## config.mk

```make
export PLATFORM = sky130hd
export DESIGN_NAME = max_frame_reducer_flat
export DESIGN_NICKNAME = d
export VERILOG_FILES = /design/src/rtl/max_frame_reducer_if.sv /design/src/rtl/max_frame_reducer.sv /design/src/flat_wrapper.sv
export SDC_FILE = /design/constraint.sdc
export NUM_CORES = 1
export LEC_CHECK = 0
export BUFFER_PORTS_ARGS = -buffer_cell sky130_fd_sc_hd__buf_2
export CAP_MARGIN = 20
export CORE_MARGIN = 5
export CORE_UTILIZATION = 49
export DETAILED_ROUTE_END_ITERATION = 10
export PLACE_DENSITY = 0.81
export SYNTH_ARGS = -nofsm -noshare
export SYNTH_HDL_FRONTEND = slang
export SYNTH_SLANG_ARGS = --single-unit
```

## constraint.sdc

```tcl
create_clock -name clk -period 1.8 [get_ports clk]
set_clock_uncertainty 0.05 [all_clocks]
set_input_delay 0.36 -clock clk [delete_from_list [all_inputs] [get_ports clk]]
set_output_delay 0.36 -clock clk [all_outputs]
set_load 0.05 [all_outputs]
```

## src/rtl/max_frame_reducer_if.sv

```systemverilog
// Stream bundle for max_frame_reducer: the sample input stream and the reduced-result output stream.
// The master side drives samples and out_ready. The slave side is the reducer itself.
interface max_frame_reducer_if #(
  parameter int WIDTH = 4,
  parameter int IDX_W = 3
);
  logic             in_valid;
  logic             in_ready;
  logic [WIDTH-1:0] in_data;
  logic             in_last;
  logic             out_valid;
  logic             out_ready;
  logic [WIDTH-1:0] out_max;
  logic [IDX_W-1:0] out_idx;
  logic [IDX_W:0]   out_count;

  modport master (
    output in_valid, in_data, in_last, out_ready,
    input  in_ready, out_valid, out_max, out_idx, out_count
  );

  modport slave (
    input  in_valid, in_data, in_last, out_ready,
    output in_ready, out_valid, out_max, out_idx, out_count
  );
endinterface

```

## src/rtl/max_frame_reducer.sv

```systemverilog
// Reduces each frame of unsigned samples to (max, first index of max, count).
// The result is posted through a one-entry registered output buffer with valid/ready backpressure.
module max_frame_reducer #(
  parameter int WIDTH     = 4,
  parameter int FRAME_LEN = 8,
  parameter int IDX_W     = 3
) (
  input logic              clk,
  input logic              rst,
  max_frame_reducer_if.slave bus
);
  typedef enum logic {IDLE, ACCUM} state_t;

  localparam logic [IDX_W-1:0] LAST_IDX = IDX_W'(FRAME_LEN - 1);

  state_t           state_q;
  logic [IDX_W-1:0] cnt_q;
  logic [WIDTH-1:0] run_max_q;
  logic [IDX_W-1:0] run_idx_q;
  logic             out_valid_q;
  logic [WIDTH-1:0] out_max_q;
  logic [IDX_W-1:0] out_idx_q;
  logic [IDX_W:0]   out_count_q;

  logic             in_ready;
  logic             accept;
  logic             xfer;
  logic             close;
  logic             take;
  logic [WIDTH-1:0] max_d;
  logic [IDX_W-1:0] idx_d;
  logic [IDX_W:0]   count_d;
  logic [IDX_W-1:0] cnt_d;

  assign in_ready = !out_valid_q || bus.out_ready;
  assign accept   = bus.in_valid && in_ready;
  assign xfer     = out_valid_q && bus.out_ready;
  assign close    = accept && (bus.in_last || (cnt_q == LAST_IDX));

  // The first sample of a frame always seeds the running max. After that only a
  // strictly larger sample replaces it, so ties keep the earlier index.
  always_comb begin
    take    = (state_q == IDLE) || (bus.in_data > run_max_q);
    max_d   = take ? bus.in_data : run_max_q;
    idx_d   = (state_q == IDLE) ? '0 : (take ? cnt_q : run_idx_q);
    count_d = {1'b0, cnt_q} + (IDX_W+1)'(1);
    cnt_d   = cnt_q + IDX_W'(1);
  end

  always_ff @(posedge clk or posedge rst) begin
    if (rst) begin
      state_q     <= IDLE;
      cnt_q       <= '0;
      run_max_q   <= '0;
      run_idx_q   <= '0;
      out_valid_q <= 1'b0;
      out_max_q   <= '0;
      out_idx_q   <= '0;
      out_count_q <= '0;
    end else begin
      if (xfer) begin
        out_valid_q <= 1'b0;
      end
      // A close in the same cycle as a transfer reloads the buffer and keeps it valid.
      if (close) begin
        out_valid_q <= 1'b1;
        out_max_q   <= max_d;
        out_idx_q   <= idx_d;
        out_count_q <= count_d;
        cnt_q       <= '0;
        state_q     <= IDLE;
      end else if (accept) begin
        run_max_q <= max_d;
        run_idx_q <= idx_d;
        cnt_q     <= cnt_d;
        state_q   <= ACCUM;
      end
    end
  end

  assign bus.in_ready  = in_ready;
  assign bus.out_valid = out_valid_q;
  assign bus.out_max   = out_max_q;
  assign bus.out_idx   = out_idx_q;
  assign bus.out_count = out_count_q;
endmodule

```

## src/flat_wrapper.sv

```systemverilog
// flat-port wrapper written by rule: the top's interface ports become plain ports
module max_frame_reducer_flat 
#(
  parameter int WIDTH     = 4,
  parameter int FRAME_LEN = 8,
  parameter int IDX_W     = 3
)
  (clk, rst, bus_in_valid, bus_in_data, bus_in_last, bus_out_ready, bus_in_ready, bus_out_valid, bus_out_max, bus_out_idx, bus_out_count);
  max_frame_reducer_if #(.WIDTH(WIDTH), .IDX_W(IDX_W)) bus_i ();
  input logic clk;
  input logic rst;
  input wire logic [$bits(bus_i.in_valid)-1:0] bus_in_valid;
  input wire logic [$bits(bus_i.in_data)-1:0] bus_in_data;
  input wire logic [$bits(bus_i.in_last)-1:0] bus_in_last;
  input wire logic [$bits(bus_i.out_ready)-1:0] bus_out_ready;
  output wire logic [$bits(bus_i.in_ready)-1:0] bus_in_ready;
  output wire logic [$bits(bus_i.out_valid)-1:0] bus_out_valid;
  output wire logic [$bits(bus_i.out_max)-1:0] bus_out_max;
  output wire logic [$bits(bus_i.out_idx)-1:0] bus_out_idx;
  output wire logic [$bits(bus_i.out_count)-1:0] bus_out_count;
  assign bus_i.in_valid = bus_in_valid;
  assign bus_i.in_data = bus_in_data;
  assign bus_i.in_last = bus_in_last;
  assign bus_i.out_ready = bus_out_ready;
  assign bus_in_ready = bus_i.in_ready;
  assign bus_out_valid = bus_i.out_valid;
  assign bus_out_max = bus_i.out_max;
  assign bus_out_idx = bus_i.out_idx;
  assign bus_out_count = bus_i.out_count;
  max_frame_reducer #(.WIDTH(WIDTH), .FRAME_LEN(FRAME_LEN), .IDX_W(IDX_W)) u_core (.clk(clk), .rst(rst), .bus(bus_i));
endmodule
```

==> results.toml <==
[yosys]
syn_inst = 137
syn_nets = 152
syn-cell-area_sq_mm = 0.00132
syn_area_per_cell_sq_um = 9.65
synth_warnings = 0
yosys.area.top_type_share = 0.435
synth-main-ff-cell = "dfrtp_1"
synth-edff-count = 0
postSynth.asyncResetShare = 1.00
seq_area_frac_synth = 0.435
ys_types = 32
ys_top_cells_by_area = "dfrtp_1, nand2_1, ha_1"
yosys.area.top_type = "dfrtp_1"
ys_seq_elements = 23

[drt]
wirelength_mm = 3.33
ant_nets = 0
drt_iter0_markers = 70
dr_total_vias = 1217
vias_per_cell = 5.91
firstDrtPassIters = 4
route.detailed.drc = 0
routedWlPerCell_um = 16.2

[place]
gp_congestion = 0.856
dp.cells = 198
portBuffers = 21
dp_slack_ns = -0.0833
place_area_sq_mm = 0.00155
dp_hpwl_mm = 2.27

[sta]
timing.fmax_ghz = 0.550
worst_pin_slew_ns = 0.367
worst_hold_slack_ns = -0.00121
final_min_period_over_clock_period = 1.01
slew_viol_final = 0
finalWorstPathRequiredPeriod_ns = 1.82
setup_slack_ns = -0.0166
rsz0062_at_grt = "yes"
slew_headroom = 0.755
final_hold_viol_count = 5
setup_viol_count_final = 1
fin_setup_tns_ns = -0.0166

[global_routing]
antenna_found_initial = 0
grtUsageTotal = 0.188
grt_pass1_vias = 1189
grt_max_degree = 24
grt_first_pass_wirelength_mm = 5.22
grt_overflow = 0

[floorplan]
placementRows = 18
die_h_um = 62.0
io_pins = 22
die_w_um = 62.0
die-area_sq_mm = 0.00384
placeableCoreArea_sq_mm = 0.00252
start_util = 0.524

[hold_path]
hold_path.class = "in -> async"

[power]
peakVddDrop_uv = 1180
finalPower_mw = 2.75
p_per_area_mw_per_mm2 = 1640
p_leak_nw = 0.787

[setup_path]
crit_arrival_ns = 1.97
crit_fanout = 4
startpoint_type = "flip-flop"
path_class = "reg -> reg"
cp.required_ns = 1.95
end_kind = "flip-flop"

[cells_and_area]
design_area_sq_mm = 0.00168
fillers = 197
stdcell_count = 206
nets = 192
syn_to_final_growth_pct = 26.8
antennaDiodeCount = 0
drive_gt1_frac = 0.358
final_core_util = 0.665

[clock_network]
cts_tree = "yes"
clock-root-buffer = "clkbuf_4"
htree_levels = 1
cts.clk_slew.worst_paths_ns = 0.14
cts.sinks = 23
worst_skew_pair.late_latency_ns = 0.32
cts_made_buffers = 3
clockBufferDepth = 2

[run]
maxCapViolCount = 0

[status]
violations = "hold timing, setup timing"
status = "finished, violations left"
[layout make-up]
type | instances | area, sq um | area share
Inverter | 5 | 18.8 | 0.0112
Timing Repair Buffer | 42 | 270 | 0.161
Tap cell | 30 | 37.5 | 0.0224
Multi-Input combinational cell | 102 | 747 | 0.446
Sequential cell | 23 | 577 | 0.344
Clock buffer | 4 | 26.3 | 0.0157
[layout by cell type, fill, tap and decap left out, types with 4 or more instances in the layout]
cell type	n
and2_1	5
nor2_1	5
buf_4	20
nand4_1	4
nand3_1	5
nor4_1	4
a221o_1	6
o211ai_1	7
inv_1	4
nand2_1	24
ha_4	4
mux2i_1	4
dfrtp_1	22
o21ai_1	4
buf_2	21
[report_power, final]
part           switching [mW]  internal [mW]
logic                    1.01          0.655
registers               0.129          0.702
clock network           0.164         0.0866
total                    1.31           1.44
[critical path: stages, from the launching register on]
cell and delay, ns:
dfrtp_1 0.45, inv_2 0.09, ha_4 0.21, a211oi_2 0.25, nand2_2 0.14, and4_4 0.21
a221o_1 0.30
[flip-flops by register name, indices dropped and copies added, names as in the netlist]
signal / cells
u_core.bus.out_count: 4
u_core.bus.out_max: 4
u_core.run_idx_q: 3
u_core.run_max_q: 4
u_core.bus.out_valid: 1
u_core.state_q: 1
u_core.bus.out_idx: 3
u_core.cnt_q: 3
[per-layer routing]
metal  up-vias  share of wire  wire [um]  GRT usage
met3         6          0.062        206     0.0289
met2        47           0.47       1560      0.312
met4         0          0.017         58     0.0939
met5         -              0          0          0
met1       586           0.45       1500      0.235
li1        578              -          -          -
[path summary, 6_finish.rpt]
check | depth (start not counted) | slack [ns] | from | to
min reg2reg | 2 | 0.44 | u_core.bus.out_count[0]$_DFFE_PP0P_ | u_core.bus.out_count[0]$_DFFE_PP0P_
max reg2reg | 6 | -0.02 | u_core.run_max_q[2]$_DFFE_PP0P_ | u_core.run_idx_q[1]$_DFFE_PP0P_
min in group clk | 3 | 0.29 | bus_in_data[0] | u_core.bus.out_max[0]$_DFFE_PP0P_
max | 6 | -0.02 | u_core.run_max_q[2]$_DFFE_PP0P_ | u_core.run_idx_q[1]$_DFFE_PP0P_
min | 3 | -0.001 | rst | u_core.bus.out_idx[0]$_DFFE_PP0P_
max in group asynchronous | 3 | 1.44 | rst | u_core.bus.out_valid$_DFFE_PP0P_
[logic make-up (layout without fill, tap and decap cells)]
logic type	after synthesis	count (layout)	share of synthesized area
AO/OA/AOI/OAI	30	30	0.178
adder cells (fa/ha/maj)	6	6	0.0568
buffers and inverters	13	51	0.0587
flip-flops	23	23	0.435
multiplexers	4	4	0.0303
AND/OR/NAND/NOR	61	62	0.241
[cells in the mapped netlist (4+ instances only)]
library cell,count
ha_1,6
a221o_1,6
nor2_1,6
o211ai_1,7
inv_1,5
nand3_1,6
o21ai_0,7
nand4_1,4
mux2i_1,4
and2_1,6
dfrtp_1,23
nand2_1,24
nor4_1,4
[timing repair]
action | CTS | global route
buffers inserted | 0 | 3
cloned | 0 | 1
hold buffers | 0 | 0
pin swaps | 1 | 3
gates resized for setup | 3 | 14
endpoints found under the setup margin | 6 | 14
Power figures use the tool's default switching activity.
